--- src/rtl/clock_pkg.sv ---
// Shared clocking constants: phase width, DRAM DCM phase window and
// the phase-shift controller state encoding.
package clock_pkg;

   localparam int PHASE_W        = 9;
   localparam int DRAM_PHASE_MIN = -255;
   localparam int DRAM_PHASE_MAX = 255;
   localparam int PS_TIMEOUT     = 1023;

   localparam logic [1:0] ENC_UNLOCKED = 2'd0;
   localparam logic [1:0] ENC_IDLE     = 2'd1;
   localparam logic [1:0] ENC_STEP     = 2'd2;
   localparam logic [1:0] ENC_WAIT     = 2'd3;

   typedef enum logic [1:0] {
      S_UNLOCKED = ENC_UNLOCKED,
      S_IDLE     = ENC_IDLE,
      S_STEP     = ENC_STEP,
      S_WAIT     = ENC_WAIT
   } state_t;

endpackage

--- src/rtl/ps_timeout_counter.sv ---
// Saturating cycle counter bounding the wait for PSDONE after one PSEN pulse.
module ps_timeout_counter #(
   parameter int TIMEOUT = 1023
) (
   input  logic clk_48,
   input  logic rst,
   input  logic clear,
   input  logic enable,
   output logic expired
);

   localparam int               CNT_W   = $clog2(TIMEOUT + 1);
   localparam logic [CNT_W-1:0] CNT_MAX = CNT_W'(TIMEOUT);

   logic [CNT_W-1:0] count_reg;

   always_ff @(posedge clk_48) begin
      if (rst || clear) begin
         count_reg <= '0;
      end else if (enable && (count_reg != CNT_MAX)) begin
         count_reg <= count_reg + 1'b1;
      end
   end

   assign expired = (count_reg == CNT_MAX);

endmodule

--- src/rtl/dcm_phase_ctrl.sv ---
// Walks a DCM_SP variable phase shift toward a clamped signed target,
// one PSEN step at a time, tracking the applied offset.
module dcm_phase_ctrl #(
   parameter int PHASE_W   = clock_pkg::PHASE_W,
   parameter int PHASE_MIN = clock_pkg::DRAM_PHASE_MIN,
   parameter int PHASE_MAX = clock_pkg::DRAM_PHASE_MAX,
   parameter int TIMEOUT   = clock_pkg::PS_TIMEOUT
) (
   input  logic                      clk_48,
   input  logic                      rst,
   input  logic                      dcm_locked,
   input  logic                      dcm_ps_ovf,
   input  logic signed [PHASE_W-1:0] target,
   input  logic                      target_valid,
   output logic                      target_ready,
   output logic                      psen,
   output logic                      psincdec,
   input  logic                      psdone,
   output logic signed [PHASE_W-1:0] phase,
   output logic                      busy,
   output logic                      done,
   output logic                      error
);

   import clock_pkg::*;

   localparam logic signed [PHASE_W-1:0] MIN_V = PHASE_W'(PHASE_MIN);
   localparam logic signed [PHASE_W-1:0] MAX_V = PHASE_W'(PHASE_MAX);
   localparam logic signed [PHASE_W-1:0] ONE   = PHASE_W'(1);

   state_t                    state_reg, state_next;
   logic signed [PHASE_W-1:0] phase_reg, phase_next;
   logic signed [PHASE_W-1:0] goal_reg, goal_next;
   logic signed [PHASE_W-1:0] clamped, stepped;
   logic                      psincdec_reg, psincdec_next;
   logic                      psen_reg, psen_next;
   logic                      done_reg, done_next;
   logic                      error_reg, error_next;
   logic                      ready_reg, ready_next;
   logic                      accept, cnt_clear, cnt_en, cnt_expired;

   ps_timeout_counter #(
      .TIMEOUT(TIMEOUT)
   ) u_timeout (
      .clk_48 (clk_48),
      .rst    (rst),
      .clear  (cnt_clear),
      .enable (cnt_en),
      .expired(cnt_expired)
   );

   always_comb begin
      if (target < MIN_V) begin
         clamped = MIN_V;
      end else if (target > MAX_V) begin
         clamped = MAX_V;
      end else begin
         clamped = target;
      end
   end

   assign stepped = psincdec_reg ? (phase_reg + ONE) : (phase_reg - ONE);
   assign accept  = (state_reg == S_IDLE) && target_valid && ready_reg && dcm_locked;

   always_comb begin
      state_next    = state_reg;
      phase_next    = phase_reg;
      goal_next     = goal_reg;
      psincdec_next = psincdec_reg;
      done_next     = 1'b0;
      error_next    = error_reg;
      cnt_clear     = 1'b0;
      cnt_en        = 1'b0;

      case (state_reg)
         S_UNLOCKED: begin
            // A DCM reset restores zero offset, so the tracked phase follows.
            phase_next = '0;
            if (dcm_locked) begin
               state_next = S_IDLE;
            end
         end
         S_IDLE: begin
            if (accept) begin
               goal_next  = clamped;
               error_next = 1'b0;
               if (clamped == phase_reg) begin
                  done_next = 1'b1;
               end else begin
                  state_next    = S_STEP;
                  psincdec_next = (clamped > phase_reg);
               end
            end
         end
         S_STEP: begin
            cnt_clear  = 1'b1;
            state_next = S_WAIT;
         end
         S_WAIT: begin
            cnt_en = 1'b1;
            if (psdone) begin
               if (dcm_ps_ovf) begin
                  error_next = 1'b1;
                  state_next = S_IDLE;
               end else begin
                  phase_next = stepped;
                  if (stepped == goal_reg) begin
                     done_next  = 1'b1;
                     state_next = S_IDLE;
                  end else begin
                     state_next = S_STEP;
                  end
               end
            end else if (cnt_expired) begin
               // Offset is unknown now; upstream must reset the DCM.
               error_next = 1'b1;
               phase_next = '0;
               state_next = S_UNLOCKED;
            end
         end
         default: begin
            state_next = S_UNLOCKED;
         end
      endcase

      if (!dcm_locked) begin
         state_next = S_UNLOCKED;
         phase_next = '0;
         done_next  = 1'b0;
         error_next = error_reg;
      end

      psen_next  = (state_next == S_STEP);
      ready_next = (state_next == S_IDLE) && !accept;
   end

   always_ff @(posedge clk_48) begin
      if (rst) begin
         state_reg    <= S_UNLOCKED;
         phase_reg    <= '0;
         goal_reg     <= '0;
         psincdec_reg <= 1'b0;
         psen_reg     <= 1'b0;
         done_reg     <= 1'b0;
         error_reg    <= 1'b0;
         ready_reg    <= 1'b0;
      end else begin
         state_reg    <= state_next;
         phase_reg    <= phase_next;
         goal_reg     <= goal_next;
         psincdec_reg <= psincdec_next;
         psen_reg     <= psen_next;
         done_reg     <= done_next;
         error_reg    <= error_next;
         ready_reg    <= ready_next;
      end
   end

   assign target_ready = ready_reg;
   assign psen         = psen_reg;
   assign psincdec     = psincdec_reg;
   assign phase        = phase_reg;
   assign busy         = (state_reg == S_STEP) || (state_reg == S_WAIT);
   assign done         = done_reg;
   assign error        = error_reg;

endmodule

--- config.mk ---
export PLATFORM = sky130hd
export DESIGN_NAME = dcm_phase_ctrl
export DESIGN_NICKNAME = d
export VERILOG_FILES = /design/src/rtl/clock_pkg.sv /design/src/rtl/ps_timeout_counter.sv /design/src/rtl/dcm_phase_ctrl.sv
export SDC_FILE = /design/constraint.sdc
export NUM_CORES = 1
export LEC_CHECK = 0
export CORE_ASPECT_RATIO = 0.8
export CORE_UTILIZATION = 34
export CTS_CLUSTER_SIZE = 25
export DETAILED_ROUTE_END_ITERATION = 12
export GPL_ROUTABILITY_DRIVEN = 0
export GPL_TIMING_DRIVEN = 0
export PLACE_DENSITY = 0.65
export SLEW_MARGIN = 20
export SYNTH_ARGS = -nofsm -noshare
export SYNTH_HDL_FRONTEND = slang
export SYNTH_HIERARCHICAL = 1
export SYNTH_SLANG_ARGS = --single-unit
--- constraint.sdc ---
create_clock -name clk_48 -period 2.85 [get_ports clk_48]
set_input_delay 0.57 -clock clk_48 [delete_from_list [all_inputs] [get_ports clk_48]]
set_output_delay 0.57 -clock clk_48 [all_outputs]
set_load 0.005 [all_outputs]
-- Word level (Yosys, flattened, before mapping)
Cells that the tools add are included.
- bits of input ports: 15
- bits in registers: 35
- output and inout port bits: 15
- logic and storage cells: 74
- $add $sub $neg: 3
- reduce and logical (&&, ||, !) cells: 16
- bitwise operators: 2
- equal/unequal tests: 13
- muxes and demuxes: 28
- $lt $le $gt $ge: 3
- operators by type and width (operator ; count):
    $mux 9 ; 6
    $eq 9x9->1 ; 2
    $pmux 9 s2 ; 1
    $mux 2 ; 7
    $mux 1 ; 11
    $add 10x1->10 const B ; 1
    $eq 10x10->1 const B ; 1
    $ne 10x10->1 const B ; 1
    $add 9x2->9 const B ; 1
    $gt 9x9->1 ; 1
    $gt 9x9->1 const B ; 1
    $lt 9x9->1 const B ; 1
    $ne 3x3->1 const B ; 3
    $sub 9x2->9 const B ; 1
    $pmux 2 s4 ; 1
    $eq 2x2->1 const B ; 3
    $reduce_and 3->1 ; 2
    $logic_and 1x1->1 ; 5
    $reduce_and 5->1 ; 1
    $eq 2x1->1 const B ; 2
    $pmux 1 s2 ; 2
    $reduce_bool 2->1 ; 2
    $logic_not 2->1 ; 1
    $logic_or 1x1->1 ; 2
    other kinds (5) ; 6

-- Longest topological paths before layout
Gate-level depths: netlist (run 1).
- depth in word-level cells: 10
- mapped depth: 13
- depth with buffers taken out: 12

-- Modules after synthesis
The synthesis (run 1) kept the hierarchy.
- modules (own cells, without submodules) (module ; instances ; cells an instance ; area an instance (um^2) ; seq. area each (um^2)):
    dcm_phase_ctrl ; 1 ; 225 ; 1873.0 ; 500.5
    ps_timeout_counter ; 1 ; 56 ; 508.0 ; 200.2

-- Worst setup path after synthesis (run 1)
OpenSTA, ideal clock, no wires.
- path kind: input to register
- start: in target[2]
- end: reg psincdec_reg (netlist: psincdec)
- path slack: -0.140 ns
- arrival time: 2.863 ns
- required time: 2.724 ns
- library setup time: 0.126 ns
- buffers on the path: 0
- stages on the path: 12
- cell sequence: or4_1 -> o21ai_0 -> ha_1 -> nor2b_1 -> ha_1 -> nor2b_1 -> o21a_1 -> o21a_1 -> o21ai_0 -> nand2b_1 -> a211oi_1 -> o22ai_1
- word-level cells in the longest chain between the ends: 6
- elaborated cells between the ends (all ways): 8
- classes of those cells: 3 x order compare; 1 x eq/ne; 2 x mux; 1 x bitwise; 1 x reduce/logical
- RTL lines (element ; RTL line ; RTL):
    start, declared ; dcm_phase_ctrl.sv:13 ; input logic signed [PHASE_W-1:0] target,
    $gt 9x9->1 ; dcm_phase_ctrl.sv:55 ; end else if (target > MAX_V) begin
    $mux 9 ; dcm_phase_ctrl.sv:55 ;
    $mux 9 (*) ; dcm_phase_ctrl.sv:53 ; if (target < MIN_V) begin
    net clamped[1] ; dcm_phase_ctrl.sv:34 ; logic signed [PHASE_W-1:0] clamped, stepped;
    branches (longest 3 deep; another with $gt 9x9->1) ; n/a ;
    end signal, assigned ; dcm_phase_ctrl.sv:151 ; psincdec_reg <= psincdec_next;
    end, declared ; dcm_phase_ctrl.sv:35 ; logic psincdec_reg, psincdec_next;
Mark *: on every way through the listed nets, which the timed path passes.
A chain may end at the register's enable or synchronous reset.

-- Worst setup path in the final report (run 1)
- start: in target[0]
- end: reg psincdec_reg (netlist: psincdec)
Same word-level chain as after synthesis.

==> results of run 1 <==
power by group through the flow:
stage               sequential [mW]  clock (mW)  combinational, mW
floorplan                     0.505           0             0.0595
detailed placement            0.506           0              0.102
global route                  0.494       0.577              0.135
CTS                           0.494       0.550              0.117
finish                        0.493       0.545              0.124
global placement              0.506           0              0.101
worst reg2reg max path, delay by kind of cell, from the launching register on:
kind,cells,cell delay (ns)
simple gates,3,0.89
fa+ha+maj,1,0.30
compound gates,3,0.59
xor+xnor,1,0.24
buf+inv,1,0.19
flops,1,0.40
what timing repair did:
| item | 4_1_cts | 5_1_grt |
|---|---|---|
| resized for setup | 37 | 18 |
| pin swaps | 7 | 10 |
| setup endpoints to repair | 7 | 6 |
| setup buffers | 3 | 4 |
kinds of logic (layout without fill, tap and decap cells):
logic type / count (synthesis) / after routing / synth area share (%)
and+or+nand+nor: 112 / 112 / 25.2
AOI/OAI and AO/OA: 67 / 67 / 20.4
DFF: 35 / 35 / 29.4
buffers and inverters: 25 / 66 / 3.94
adders and majority gates: 19 / 19 / 10.3
xor gates and xnor gates: 15 / 15 / 7.30
muxes: 8 / 8 / 3.36
path summary, 6_finish.rpt:
path,slack (ns),startpoint,endpoint
worst max-delay path,0.08,target[0],psincdec
worst min-delay path,0.50,u_timeout/count_reg[4],u_timeout/count_reg[4]
worst max register to register,0.16,psincdec,target_ready
worst min register to register,0.50,u_timeout/count_reg[4],u_timeout/count_reg[4]
cells in the final DEF (no fill, tap or decap), types with 8 or more instances in the layout:
cell type and count:
nor2_1 46, dfxtp_1 33, clkdlybuf4s50_1 21, inv_1 15, ha_1 13, a21oi_1 10
o21ai_0 10, nand2_1 9, xnor2_1 8, mux2i_1 8
cell type report:
cell class	instances	area share (%)
buffer	6	0.739
inverter	16	2.09
timing repair buffer	36	10.1
multi-input combinational	221	56.1
tap	84	3.45
clock inverter	2	1.97
sequential	35	23.2
clock buffer	6	2.38
metrics by stage:
step	hold WS [ns]	TNS [ns]	worst slack (ns)	area, sq um
2_1_floorplan	0.461	-0.0643	-0.0643	2380
3_3_place_gp	0.478	-3.06	-0.749	2780
3_5_place_dp	0.488	-3.30	-0.783	2780
4_1_cts	0.507	0	0.00354	3000
5_1_grt	0.543	0	0.00191	3050
6_report	0.504	0	0.0756	3050
per-layer routing:
| layer | vias up | part of all wire (%) | wire length [um] |
|---|---|---|---|
| li1 | 1093 | - | - |
| met1 | 1051 | 52 | 3150 |
| met2 | 53 | 42 | 2520 |
| met3 | 2 | 5.7 | 341 |
| met4 | 0 | 0.40 | 24 |
| met5 | - | 0 | 0 |
==> results.yml, run 1 <==
timing:
  fin_crit_sh_pct: 97.3
  hold_violations: 0
  maxSlewHeadroom_pct: 46.7
  skew_ns: 0.0153
  clock.fmax_mhz: 360
  slew_viol_final: 0
  period_minus_slack_ns: 2.77
  rsz0062_at_grt: "no"
  setup_viol: 0
  worstMarginPinSlew_ns: 0.797
global_route:
  grtUsageTotal_pct: 17.4
  grt_use_met3_pct: 4.27
  top_usage_layer: "met2"
  grt.met2_usage_pct: 25.6
  grt_pass1_wl_um: 9900
  met1_usage_pct: 25.4
  grt_pass1_vias: 2115
  grt_overflow: 0
  grt_max_degree: 12
  antenna_found_initial: 0
clock_tree:
  cts_buffers: 5
  clock_sinks: 35
  cts_tree: "done"
  clk_latency_ns: 0.30
  clockRootBuffer: "clkbuf_8"
  clkSlewWorstSetupHoldPaths_ns: 0.08
  cts_buffer_depth: 2
  htreeDepth: 2
  cts_hold_buf: 0
critical_path:
  worstPathRequired_ns: 3.03
  end_kind: "flop"
  reg2regPathDepth: 9
  cp_top_family: "compound AO/OA/AOI/OAI gates"
  path_buf_inv: 1
  slowest_stage: "or4_4"
  start_kind: "input pin"
  cp_max_fo: 7
  critical_path_class: "input pin to flop"
  crit_chain: "buf_2, or4_4, o21ai_4, ha_4, nor2b_4, ha_4, nor2b_4, o21a_1, o21a_1, o21ai_1, nand2b_1, a211oi_2, o22ai_1"
  path_depth: 13
  cp.arrival_ns: 2.95
  max_stage_delay_ns: 0.54
floorplan:
  dieArea_sq_um: 7340
  core_sq_um: 6570
  start_util_pct: 36.2
  die_y_um: 76.9
  pin_count: 30
  die_width_um: 95.6
  num_rows: 26
yosys:
  syn-instance-count: 281
  synthDistinctLibCells: 58
  synth_area_sq_um: 2380
  ys_seq_elements: 35
  synth.area.top_cells: "dfxtp_1, ha_1, nor2_1"
  synth-edff-count: 0
  yosysSeqAreaShare_pct: 29.4
  yosys.area.top_type: "dfxtp_1"
  synth.avg_cell_area_sq_um: 8.47
  netlist_top_cells_count: "nor2_1, dfxtp_1, ha_1, inv_1, o21ai_0"
  yosys.area.top_type_share_pct: 29.4
  ys_async_sr_fraction_pct: 0
  syn_nets: 315
  ys_warn_count: 6
  synth_most_common_cell: "nor2_1"
  synth-main-ff-cell: "dfxtp_1"
finish:
  final.fill_count: 649
  multi_input_area_sq_um: 1710
  drive_gt1_share_pct: 18.3
  syn2layout_area_growth_pct: 28.0
  nNetsFinal: 355
  largest_reg_flops: 10
  fin_util_pct: 46.4
  layout.area.seq_sq_um: 706
  fin_cells: 406
  diodes: 0
power:
  finalPower_mw: 1.16
  power_density_nw_per_um2: 382
  p_seq_share_pct: 42.4
  max-vdd-ir-drop_v: 0.000166
  p_comb_share_pct: 10.6
  power_switching_uw: 261
  clockPowerShare_pct: 46.9
  swShare_pct: 22.5
  p_int_uw: 901
  p_leak_nw: 1.15
placed_design:
  numPortBuffers: 29
  post-dp-hpwl_um: 4520
  place_inst: 394
run:
  drv_cap: 0
drt:
  wl_per_cell_um: 14.9
  num_vias: 2199
  firstDrtPassIters: 4
  via_per_inst: 5.42
  route.detailed.drc: 0
  drt_iter0_markers: 90
  postRouteAntennaNets: 0
  wirelength_um: 6030
min_path:
  whs_path_depth: 1
  hold_class: "flop to flop"
outcome:
  status: "finished, final reports clean"
No activity file was read; power rests on OpenSTA's default activity.
==> inputs of run 2 (changes only) <==
--- a/config.mk
+++ b/config.mk
@@ -5,6 +5,7 @@
 export SDC_FILE = /design/constraint.sdc
 export NUM_CORES = 1
 export LEC_CHECK = 0
+export CAP_MARGIN = 20
 export CORE_ASPECT_RATIO = 0.8
 export CORE_UTILIZATION = 34
 export CTS_CLUSTER_SIZE = 25
==> results of run 2 <==
Same layout as run 1: the final DEF is identical, and so are final timing and power.
==> inputs of run 3 (changes only) <==
--- a/config.mk
+++ b/config.mk
@@ -5,14 +5,13 @@
 export SDC_FILE = /design/constraint.sdc
 export NUM_CORES = 1
 export LEC_CHECK = 0
-export CAP_MARGIN = 20
 export CORE_ASPECT_RATIO = 0.8
 export CORE_UTILIZATION = 34
 export CTS_CLUSTER_SIZE = 25
 export DETAILED_ROUTE_END_ITERATION = 12
 export GPL_ROUTABILITY_DRIVEN = 0
 export GPL_TIMING_DRIVEN = 0
-export PLACE_DENSITY = 0.65
+export PLACE_DENSITY = 0.63
 export SLEW_MARGIN = 20
 export SYNTH_ARGS = -nofsm -noshare
 export SYNTH_HDL_FRONTEND = slang
==> constraint.sdc (replaced) <==
create_clock -name clk_48 -period 3.24 [get_ports clk_48]
set_input_delay 0.648 -clock clk_48 [delete_from_list [all_inputs] [get_ports clk_48]]
set_output_delay 0.648 -clock clk_48 [all_outputs]
set_load 0.005 [all_outputs]
==> run 3 against run 2 <==
Compared with the run above:
- core utilization down 1.6 points
- die area stayed put
- worst hold slack worse by 0.0029 ns
- critical path type unchanged
==> results.yml, run 3 (synthesis gave the netlist of run 1 again) <==
critical_path:
  cp.arrival_ns: 3.31
  critical_path_class: "input pin to flop"
  start_kind: "input pin"
  end_kind: "flop"
  worstPathRequired_ns: 3.41
  cp_max_fo: 8
finish:
  layout_common_cells: "nor2_1, dfxtp_1, clkdlybuf4s50_1, ha_1, inv_1"
  diodes: 0
  fin_cells: 403
  layout_commonest_cell: "nor2_1"
  final.fill_count: 650
  fin_util_pct: 44.8
  largest_reg_flops: 10
  final_area_sq_um: 2940
  syn2layout_area_growth_pct: 23.6
  drive_gt1_share_pct: 11.0
  nNetsFinal: 352
power:
  swShare_pct: 26.2
  power_switching_uw: 225
  power_density_nw_per_um2: 292
  p_seq_share_pct: 50.6
  p_leak_nw: 1.13
  max-vdd-ir-drop_v: 0.000143
  p_comb_share_pct: 12.2
  p_int_uw: 634
  clockPowerShare_pct: 37.2
drt:
  num_vias: 2133
  route.detailed.drc: 0
  postRouteAntennaNets: 0
  drt_iter0_markers: 75
  wirelength_um: 5990
  via_per_inst: 5.29
  wl_per_cell_um: 14.9
  firstDrtPassIters: 4
timing:
  period_minus_slack_ns: 3.14
  setup_tns_ns: 0
  slew_viol_final: 0
  maxSlewHeadroom_pct: 43.2
  setup_ws_ns: 0.0981
  worstMarginPinSlew_ns: 0.849
  fin_crit_sh_pct: 97.0
  setup_viol: 0
  skew_ns: 0.0113
  rsz0062_at_grt: "no"
  hold_violations: 0
  clock.fmax_mhz: 318
floorplan:
  num_rows: 26
  start_util_pct: 36.2
  dieArea_sq_um: 7340
  die_width_um: 95.6
  core_sq_um: 6570
  die_y_um: 76.9
  pin_count: 30
outcome:
  status: "finished, final reports clean"
clock_tree:
  clk_latency_ns: 0.29
  cts_hold_buf: 0
  cts_buffer_depth: 2
  cts_tree: "done"
  htreeDepth: 2
  clkSlewWorstSetupHoldPaths_ns: 0.08
  clock_sinks: 35
  clockRootBuffer: "clkbuf_8"
  cts_buffers: 5
placed_design:
  place_inst: 394
  dpl_cell_area_sq_um: 2780
  post-dp-hpwl_um: 4380
  numPortBuffers: 29
  place_ws_ns: -0.544
global_route:
  grt_pass1_wl_um: 9740
  grt_max_degree: 12
  grt_pass1_vias: 1930
  grtUsageTotal_pct: 17.3
  antenna_found_initial: 0
  grt_overflow: 0
run:
  drv_cap: 0
min_path:
  hold_class: "flop to flop"
## run 3: repair_timing
action,4_1_cts,5_1_grt
endpoints found under the setup margin,4,4
pin swaps,2,7
endpoints found under the hold margin,0,0
buffers inserted,1,1
gates resized for setup,14,9
## run 3: final cells by class
class | count | area, sq um | share of cell area [%]
well taps | 84 | 105 | 3.57
inverters | 16 | 60.1 | 2.04
clock buffers | 6 | 72.6 | 2.47
flip-flops and latches | 35 | 702 | 23.9
clock inverters | 2 | 12.5 | 0.425
multi-input cells | 221 | 1640 | 55.8
plain buffers | 8 | 30.0 | 1.02
repair buffers | 31 | 318 | 10.8
## run 3: layer usage
layer	routed length [um]	up-vias	track usage, %	part of all wire, %
met4	53	0	4.93	0.88
met2	2450	66	23.9	41
met5	0	-	0	0
met3	427	5	3.27	7.1
met1	3060	972	26.8	51
li1	-	1090	-	-
## run 3: path summary, 6_finish.rpt
path / to / slack, ns / start / cells past startpoint
min: goal_reg[4] / 0.50 / goal_reg[4] / 2
max: psincdec / 0.1 / target[4] / 13
max reg2reg: target_ready / 0.24 / psincdec / 9
min reg2reg: goal_reg[4] / 0.50 / goal_reg[4] / 2
## run 3: worst max-delay path: stages
cell and delay, ns:
clkdlybuf4s50_1 0.42, or4_4 0.50, o21ai_4 0.15, ha_4 0.25, nor2b_4 0.12, ha_1 0.24, nor2b_1 0.13, o21a_1 0.16
o21a_1 0.16, o21ai_1 0.13, nand2b_1 0.09, a211oi_2 0.20, o22ai_1 0.11
## run 3: power groups by stage
stage	logic [mW]	clock network, mW	registers [mW]
finish	0.105	0.320	0.435
global route	0.115	0.350	0.435
CTS	0.102	0.329	0.435
detailed placement	0.0905	0	0.445
global placement	0.0903	0	0.445
floorplan	0.0519	0	0.444
## run 3: stage by stage
| stage | hold WS, ns | power (mW) |
|---|---|---|
| final | 0.501 | 0.859 |
| after global routing | 0.535 | 0.900 |
| after CTS | 0.500 | 0.866 |
| after detailed placement | 0.489 | 0.535 |
| after global placement | 0.478 | 0.535 |
| after floorplan | 0.461 | 0.496 |
